### config.mk
export PLATFORM = sky130hd
export DESIGN_NAME = bram_port_arbiter
export DESIGN_NICKNAME = d
export VERILOG_FILES = /design/src/rtl/bram_arb_pkg.sv /design/src/rtl/bram_arb_pick.sv /design/src/rtl/bram_port_arbiter.sv
export SDC_FILE = /design/constraint.sdc
export NUM_CORES = 1
export LEC_CHECK = 0
export ABC_CLOCK_PERIOD_IN_PS = 1310
export CORE_ASPECT_RATIO = 1.2
export CORE_MARGIN = 1.5
export CORE_UTILIZATION = 30
export CTS_BUF_LIST = sky130_fd_sc_hd__clkbuf_2
export DETAILED_ROUTE_END_ITERATION = 10
export PLACE_DENSITY = 0.69
export SETUP_SLACK_MARGIN = 0.4
export SLEW_MARGIN = 20
export SYNTH_ARGS = -nofsm -noshare
export SYNTH_HDL_FRONTEND = slang
export SYNTH_SLANG_ARGS = --single-unit
export TNS_END_PERCENT = 100
### constraint.sdc
create_clock -name clk -period 1.31 [get_ports clk]
set_input_delay 0.262 -clock clk [delete_from_list [all_inputs] [get_ports clk]]
set_output_delay 0.262 -clock clk [all_outputs]
set_load 0.005 [all_outputs]
### src/rtl/bram_arb_pkg.sv
`default_nettype none
// ============================================================================
// Module   : bram_arb_pkg
// Brief    : Shared widths and state encoding for the BRAM port arbiter.
// Revision : 1.0 - initial release
// ============================================================================
package bram_arb_pkg;

   localparam int c_ADDR_W_DEFAULT = 11;
   localparam int c_DATA_W_DEFAULT = 8;
   localparam int c_CNT_W          = 4;

   typedef enum logic [0:0] {
      ST_IDLE = 1'b0,
      ST_BUSY = 1'b1
   } arb_state_t;

endpackage
`default_nettype wire

### src/rtl/bram_arb_pick.sv
`default_nettype none
// ============================================================================
// Module   : bram_arb_pick
// Brief    : Combinational winner selection; round-robin when BRAM_ARB_RR_EN
//            is defined, fixed priority (req0 first) otherwise.
// Revision : 1.0 - initial release
// ============================================================================
module bram_arb_pick (
   input  logic i_req0,
   input  logic i_req1,
   input  logic i_owner,
   input  logic i_cnt_expired,
   output logic o_winner
);

   logic w_owner_req;

   assign w_owner_req = i_owner ? i_req1 : i_req0;

   always_comb begin
      o_winner = i_owner;
      // An unexpired burst keeps the bus whenever its owner still asks.
      if (!i_cnt_expired && w_owner_req) begin
         o_winner = i_owner;
      end else if (i_req0 && i_req1) begin
`ifdef BRAM_ARB_RR_EN
         o_winner = ~i_owner;
`else
         o_winner = 1'b0;
`endif
      end else if (i_req0) begin
         o_winner = 1'b0;
      end else if (i_req1) begin
         o_winner = 1'b1;
      end
   end

endmodule
`default_nettype wire

### src/rtl/bram_port_arbiter.sv
`default_nettype none
// ============================================================================
// Module   : bram_port_arbiter
// Brief    : Shares one synchronous BRAM port between two requesters with
//            burst-limited grants. Define BRAM_ARB_RR_EN for round-robin.
// Revision : 1.0 - initial release
// ============================================================================
module bram_port_arbiter
   import bram_arb_pkg::*;
#(
   parameter int ADDR_W    = c_ADDR_W_DEFAULT,
   parameter int DATA_W    = c_DATA_W_DEFAULT,
   parameter int MAX_BURST = 4
) (
   input  logic              clk,
   input  logic              rst_n,
   input  logic              i_req0,
   input  logic              i_req1,
   input  logic              i_we0,
   input  logic              i_we1,
   input  logic [ADDR_W-1:0] i_addr0,
   input  logic [ADDR_W-1:0] i_addr1,
   input  logic [DATA_W-1:0] i_wdata0,
   input  logic [DATA_W-1:0] i_wdata1,
   output logic              o_gnt0,
   output logic              o_gnt1,
   output logic              o_rvalid0,
   output logic              o_rvalid1,
   output logic [DATA_W-1:0] o_rdata0,
   output logic [DATA_W-1:0] o_rdata1,
   output logic [ADDR_W-1:0] o_ram_addr,
   output logic [DATA_W-1:0] o_ram_data,
   output logic              o_ram_we,
   input  logic [DATA_W-1:0] i_ram_q,
   output logic              o_owner
);

   localparam logic [c_CNT_W-1:0] c_MAX = c_CNT_W'(MAX_BURST);

   arb_state_t         r_state;
   logic [c_CNT_W-1:0] r_cnt;
   logic               r_owner;
   logic               r_rvalid0;
   logic               r_rvalid1;
   logic [DATA_W-1:0]  r_rhold0;
   logic [DATA_W-1:0]  r_rhold1;

   logic w_any;
   logic w_cnt_expired;
   logic w_winner;
   logic w_continue;

   // Reset gates the grant so nothing reaches the BRAM while rst_n is low.
   assign w_any         = rst_n && (i_req0 || i_req1);
   assign w_cnt_expired = (r_state == ST_IDLE) || (r_cnt >= c_MAX);
   assign w_continue    = !w_cnt_expired && (w_winner == r_owner);

   bram_arb_pick u_pick (
      .i_req0        (i_req0),
      .i_req1        (i_req1),
      .i_owner       (r_owner),
      .i_cnt_expired (w_cnt_expired),
      .o_winner      (w_winner)
   );

   assign o_gnt0 = w_any && !w_winner;
   assign o_gnt1 = w_any &&  w_winner;

   always_comb begin
      o_ram_we   = 1'b0;
      o_ram_addr = '0;
      o_ram_data = '0;
      if (o_gnt0) begin
         o_ram_we   = i_we0;
         o_ram_addr = i_addr0;
         o_ram_data = i_wdata0;
      end else if (o_gnt1) begin
         o_ram_we   = i_we1;
         o_ram_addr = i_addr1;
         o_ram_data = i_wdata1;
      end
   end

   always_ff @(posedge clk or negedge rst_n) begin
      if (!rst_n) begin
         r_state   <= ST_IDLE;
         r_cnt     <= '0;
         r_owner   <= 1'b1;
         r_rvalid0 <= 1'b0;
         r_rvalid1 <= 1'b0;
         r_rhold0  <= '0;
         r_rhold1  <= '0;
      end else begin
         r_rvalid0 <= o_gnt0 && !i_we0;
         r_rvalid1 <= o_gnt1 && !i_we1;
         if (r_rvalid0) r_rhold0 <= i_ram_q;
         if (r_rvalid1) r_rhold1 <= i_ram_q;
         if (w_any) begin
            r_state <= ST_BUSY;
            r_owner <= w_winner;
            r_cnt   <= w_continue ? (r_cnt + 1'b1) : c_CNT_W'(1);
         end else begin
            r_state <= ST_IDLE;
            r_cnt   <= '0;
         end
      end
   end

   // BRAM output is live during the rvalid cycle; the hold register keeps it after.
   assign o_rvalid0 = r_rvalid0;
   assign o_rvalid1 = r_rvalid1;
   assign o_rdata0  = r_rvalid0 ? i_ram_q : r_rhold0;
   assign o_rdata1  = r_rvalid1 ? i_ram_q : r_rhold1;
   assign o_owner   = r_owner;

endmodule
`default_nettype wire

==> results of run 1 <==
-- cells in the final DEF, fill, tap and decap left out, drive strengths merged, types with 2 or more instances in the layout --
master and count:
buf 130, clkdlybuf4s50 49, nand3 40, dfrtp 23, a32oi 20, a31oi 20
mux2 16, clkbuf 6, inv 3, o21ai 2, a211oi 2, and3 2
nor2b 2, dlygate4sd2 2, a21oi 2
-- cells in the mapped netlist --
| master | count | share of area |
|---|---|---|
| a211oi_2 | 2 | 0.016 |
| a21oi_1 | 2 | 0.0064 |
| a22o_1 | 1 | 0.0056 |
| a31oi_1 | 20 | 0.080 |
| a32oi_1 | 20 | 0.11 |
| and3_1 | 2 | 0.0080 |
| and3b_1 | 1 | 0.0056 |
| and4bb_1 | 1 | 0.0080 |
| buf_1 | 1 | 0.0024 |
| buf_2 | 8 | 0.026 |
| buf_6 | 2 | 0.014 |
| clkbuf_1 | 9 | 0.022 |
| conb_1 | 1 | 0.0024 |
| dfrtp_1 | 23 | 0.37 |
| dfstp_2 | 1 | 0.017 |
| ha_1 | 1 | 0.0080 |
| inv_1 | 2 | 0.0048 |
| inv_2 | 1 | 0.0024 |
| mux2_2 | 16 | 0.12 |
| nand2_1 | 1 | 0.0024 |
| nand2b_1 | 1 | 0.0040 |
| nand3_1 | 40 | 0.13 |
| nand4bb_1 | 1 | 0.0072 |
| nor2_1 | 1 | 0.0024 |
| nor2b_1 | 2 | 0.0080 |
| o21ai_1 | 2 | 0.0064 |
| o21ba_2 | 1 | 0.0064 |
| or3b_1 | 1 | 0.0056 |
| xor2_1 | 1 | 0.0056 |
-- metrics by stage --
step / worst slack, ns / hold WS [ns]
global route: -0.888 / 0.343
global placement: -0.918 / 0.442
CTS: -0.779 / 0.339
detailed placement: -0.933 / 0.444
finish: -0.798 / 0.387
floorplan: -0.160 / -0.0336
-- cells by family after synthesis --
logic type / count (synthesis) / share of synthesized area
AND/OR/NAND/NOR: 51 / 0.179
AO/OA/AOI/OAI: 48 / 0.233
flip-flops: 24 / 0.385
buffers and inverters: 23 / 0.0713
multiplexers: 16 / 0.115
adder cells (fa/ha/maj): 1 / 0.00801
other: 1 / 0.00240
XOR/XNOR: 1 / 0.00561
-- power by group through the flow --
stage / sequential (mW) / combinational [mW] / clock (mW)
detailed placement: 0.921 / 1.24 / 0
global placement: 0.914 / 1.23 / 0
floorplan: 0.908 / 0.443 / 0
finish: 0.919 / 1.84 / 0.281
global route: 0.926 / 1.96 / 0.315
CTS: 0.902 / 1.56 / 0.279
-- routing by layer --
| layer | routed length [µm] | vias up |
|---|---|---|
| met4 | 140 | 0 |
| met3 | 529 | 12 |
| met5 | 0 | - |
| met1 | 2580 | 1019 |
| li1 | - | 993 |
| met2 | 3790 | 121 |
-- state kept, by name, indices dropped and copies added, names as in the netlist --
| name | flops |
|---|---|
| o_owner | 1 |
| o_rvalid0 | 1 |
| o_rvalid1 | 1 |
| r_cnt | 4 |
| r_rhold0 | 8 |
| r_rhold1 | 8 |
| r_state | 1 |
-- timing repair --
| action | in CTS | in global routing |
|---|---|---|
| gates resized for setup | 232 | 32 |
| cloned | 3 | 1 |
| setup buffers | 32 | 16 |
| pin swaps | 25 | 20 |
| setup endpoints to repair | 64 | 63 |
-- layout make-up --
type                    instances  area [µm²]  share of cell area
repair buffers                185        1910               0.532
clock buffers                   3        15.0             0.00417
flip-flops and latches         24         604               0.168
clock inverters                 1        3.75             0.00104
multi-input cells             118         977               0.271
well taps                      60        75.1              0.0208
inverters                       3        11.3             0.00313
-- path summary, 6_finish.rpt --
kind,to,slack [ns],cells after the start
worst max-delay path,o_ram_addr[6],-0.80,6
worst min register to register,r_cnt[0]$_DFF_PN0_,0.46,1
worst min-delay path,r_rhold1[7]$_DFF_PN0_,0.39,2
min in group clk,r_cnt[0]$_DFF_PN0_,0.46,1
max in group asynchronous,o_owner$_DFFE_PN1P_,0.64,3
worst max register to register,r_rhold1[4]$_DFF_PN0_,-0.25,7
==> results_dict.tcl, run 1 <==
set metrics [dict create \
    critPathMaxStageDelay_ns 0.61 \
    gr-usage-all-layers 0.228 \
    p_seq_frac 0.302 \
    core_um2 4970 \
    rows 28 \
    placedInstanceArea_um2 2900 \
    drive_gt1_frac 0.509 \
    reg2reg_from "o_rvalid1$_DFF_PN0_" \
    overflow 0 \
    dieArea_um2 5650 \
    required_ns 1.05 \
    num-fill-cells 352 \
    start_util 0.314 \
    ir_drop_mv 0.336 \
    wl_per_cell_um 17.9 \
    grt_most_used_layer "met2" \
    grt_pass1_vias 1977 \
    synth-seq-cells 24 \
    areaGrowthSynthToFinish_pct 130 \
    crit_start "o_owner$_DFFE_PN1P_" \
    drv_slew 0 \
    stdcell_area_um2 3600 \
    avgViaCountPerCell 5.44 \
    yosysWarnings 0 \
    cp_cell_sequence "and4bb_2 > buf_6 > buf_12 > nand3_1 > a31oi_1 > buf_2" \
    crit_family "flip-flops" \
    status "complete, but fails checks" \
    maxCapViolCount 0 \
    instances_no_fill 394 \
    cts.path.max_buffers 2 \
    fin_crit_ns 2.11 \
    critPathArrivalTime_ns 1.85 \
    syn_area_per_cell_um2 9.47 \
    comb_power_share 0.605 \
    ys_types 29 \
    violations "negative setup slack" \
    globalplace.congestion 0.772 \
    htreeDepth 1 \
    netlist_instances 165 \
    p_leak_nw 1.62 \
    holdBufCountCts 0 \
    finish.utilization 0.724 \
    drt_iter0_drc 74 \
    hold_class "primary input to asynchronous set/reset pin" \
    p_int_mw 2.15 \
    drtPass1Iterations 5 \
    nNetsFinal 388 \
    cts_sinks 24 \
    diodes 0 \
    final_hold_viol_count 0 \
    hpwl_um 3830 \
    crit_type "register to primary output" \
    crit_fanout 11 \
    vias 2145 \
    yosysSeqAreaShare 0.385 \
    finalSetupTns_ns -28.63 \
    root_buffer "clkbuf_2" \
    drc 0 \
    ioPinCount 93 \
    setup_ws_ns -0.798 \
    cts_tree "done" \
    use_met2 0.454 \
    antenna_left 0 \
    placed_cells 338 \
    wl_um 7040 \
    fin_crit_sh 1.61 \
    cpMaxStageDelayCell "dfstp_2" \
    p_sw_mw 0.890 \
    gr-usage-met3 0.0315 \
    pwr_density_cell_nw_per_um2 845 \
    syn-cell-area_um2 1560 \
    netSwitchingFraction 0.293 \
    fp.dieH_um 82.1 \
    path_clk_slew_ns 0.22 \
    start_kind "register" \
    clkLatencyLatePin_ns 0.34 \
    syn_nets 218 \
    cts_buffers 3 \
    portBuffers 92 \
    end_kind "primary output" \
    rsz0062_at_grt "yes" \
    grt_max_degree 22 \
    use_met1 0.241 \
    max_freq_mhz 474 \
    grt_antenna_before_repair 0 \
    finClkSkew_ns 0.00984 \
    grt_pass1_wl_um 9560 \
    power_frac_clock 0.092 \
    power_mw 3.04 \
    finalSetupViolations 61 \
    critPathBufInv 3 \
    die_w_um 68.9 \
]
Power figures use the tool's default switching activity.
==> inputs of run 2 (changes only) <==
--- a/config.mk
+++ b/config.mk
@@ -11,6 +11,7 @@
 export CORE_UTILIZATION = 30
 export CTS_BUF_LIST = sky130_fd_sc_hd__clkbuf_2
 export DETAILED_ROUTE_END_ITERATION = 10
+export GPL_TIMING_DRIVEN = 0
 export PLACE_DENSITY = 0.69
 export SETUP_SLACK_MARGIN = 0.4
 export SLEW_MARGIN = 20
==> results_dict.tcl, run 2 (synthesis results as in run 1) <==
set metrics [dict create \
    status "complete, but fails checks" \
    violations "negative hold slack, negative setup slack" \
    vias 1988 \
    start_kind "register" \
    p_seq_frac 0.328 \
    relSlewSlack 0.653 \
    globalplace.congestion 0.699 \
    use_met2 0.387 \
    netSwitchingFraction 0.289 \
    setup_ws_ns -0.732 \
    max_freq_mhz 490 \
    cp_cell_sequence "and4bb_4 > buf_4 > buf_6 > nand3_1 > a31oi_1 > buf_2" \
    drtPass1Iterations 4 \
    critPathBufInv 3 \
    dieArea_um2 5650 \
    diodes 0 \
    p_leak_nw 1.46 \
    drive_gt1_frac 0.479 \
    power_mw 2.75 \
    fp.dieH_um 82.1 \
    core_um2 4970 \
    gr-usage-all-layers 0.206 \
    gr-usage-met3 0.0315 \
    cpMaxStageDelayCell "dfstp_2" \
    cts_buffers 3 \
    die_w_um 68.9 \
    drt_iter0_drc 44 \
    areaGrowthSynthToFinish_pct 111 \
    maxCapViolCount 0 \
    critPathMaxStageDelay_ns 0.59 \
    hold_class "primary input to asynchronous set/reset pin" \
    path_clk_slew_ns 0.19 \
    grt_max_degree 28 \
    end_kind "primary output" \
    p_int_mw 1.95 \
    antenna_left 0 \
    htreeDepth 1 \
    grt_antenna_before_repair 0 \
    crit_fanout 5 \
    comb_power_share 0.572 \
    cts.path.max_buffers 2 \
    ir_drop_mv 0.338 \
    root_buffer "clkbuf_2" \
    avgViaCountPerCell 5.30 \
    rsz0062_at_grt "yes" \
    pwr_density_cell_nw_per_um2 831 \
    ioPinCount 93 \
    wl_per_cell_um 16.3 \
    grt_pass1_wl_um 9140 \
    clkLatencyLatePin_ns 0.31 \
    required_ns 1.05 \
    fin_crit_sh 1.56 \
    overflow 0 \
    cts_tree "done" \
    nNetsFinal 369 \
    finalSetupViolations 49 \
    tightestPinTransition_ns 0.521 \
    rows 28 \
    whs_ns -0.158 \
    instances_no_fill 375 \
    placed_cells 315 \
    p_sw_mw 0.794 \
    crit_type "register to primary output" \
    finish.utilization 0.664 \
    top_regs "r_rhold0 x8, r_rhold1 x8, r_cnt x4" \
    crit_family "flip-flops" \
    cts_sinks 24 \
    final_hold_viol_count 23 \
    grt_pass1_vias 2006 \
    power_frac_clock 0.099 \
    use_met1 0.245 \
    grt_most_used_layer "met2" \
    hpwl_um 3470 \
    finClkSkew_ns 0.00213 \
    layout_common_cells "buf_6 (73), clkdlybuf4s50_1 (48), nand3_1 (35)" \
    portBuffers 90 \
    drc 0 \
    critPathArrivalTime_ns 1.78 \
    final_common_cell "buf_6" \
    wl_um 6100 \
    drv_slew 0 \
    start_util 0.314 \
    fin_crit_ns 2.04 \
]
## run 2: cell types whose count changed in the layout (fill, tap and decap cells not counted), moves of 6 or more
cell / change
clkbuf_1: +7
buf_6: -6
buf_4: -15
buf_12: -6
## run 2: metal layers
layer  vias up  wire (µm)  share of wire
li1        951          -              -
met1       967       2420           0.40
met2        70       3290           0.54
met3         0        390          0.064
met4         0          0              0
met5         -          0              0
## run 2: power groups by stage
stage	clock network (mW)	registers, mW	logic [mW]
3_5_place_dp	0	0.918	1.02
4_1_cts	0.287	0.895	1.37
2_1_floorplan	0	0.908	0.443
6_report	0.273	0.901	1.57
5_1_grt	0.319	0.917	1.69
3_3_place_gp	0	0.912	1.01
## run 2: repair_timing
item | 4_1_cts | 5_1_grt
gates resized for setup | 241 | 30
pin swaps | 25 | 19
hold endpoints to repair | 23 | 23
setup buffers | 39 | 14
cloned | 3 | 0
setup endpoints to repair | 88 | 64
## run 2: area by class of cell
class	instances	area, µm²
fill	411	1670
clock buffer	4	20.0
tap	60	75.1
multi-input combinational	118	1020
buffer	20	164
sequential	24	602
inverter	3	11.3
timing repair buffer	146	1410
## run 2: per-stage QoR
| stage | setup WS (ns) | area, µm² | TNS (ns) |
|---|---|---|---|
| floorplan | -0.160 | 1640 | -3.20 |
| CTS | -0.767 | 3070 | -23.42 |
| finish | -0.732 | 3300 | -23.55 |
| detailed placement | -1.90 | 2620 | -58.87 |
| global placement | -1.87 | 2620 | -57.45 |
| global route | -0.867 | 3300 | -28.52 |
## run 2: worst paths after layout
check	startpoint	endpoint	slack (ns)	cells past startpoint
setup / recovery	o_owner$_DFFE_PN1P_	o_ram_addr[10]	-0.73	6
hold / removal	rst_n	r_rhold0[2]$_DFF_PN0_	-0.16	1
setup reg to reg	r_cnt[2]$_DFF_PN0_	r_cnt[1]$_DFF_PN0_	-0.21	5
hold reg to reg	r_cnt[0]$_DFF_PN0_	r_cnt[0]$_DFF_PN0_	0.47	1
max in group asynchronous	rst_n	o_owner$_DFFE_PN1P_	1.17	1
min in group clk	i_req1	o_rvalid0$_DFF_PN0_	0.36	3
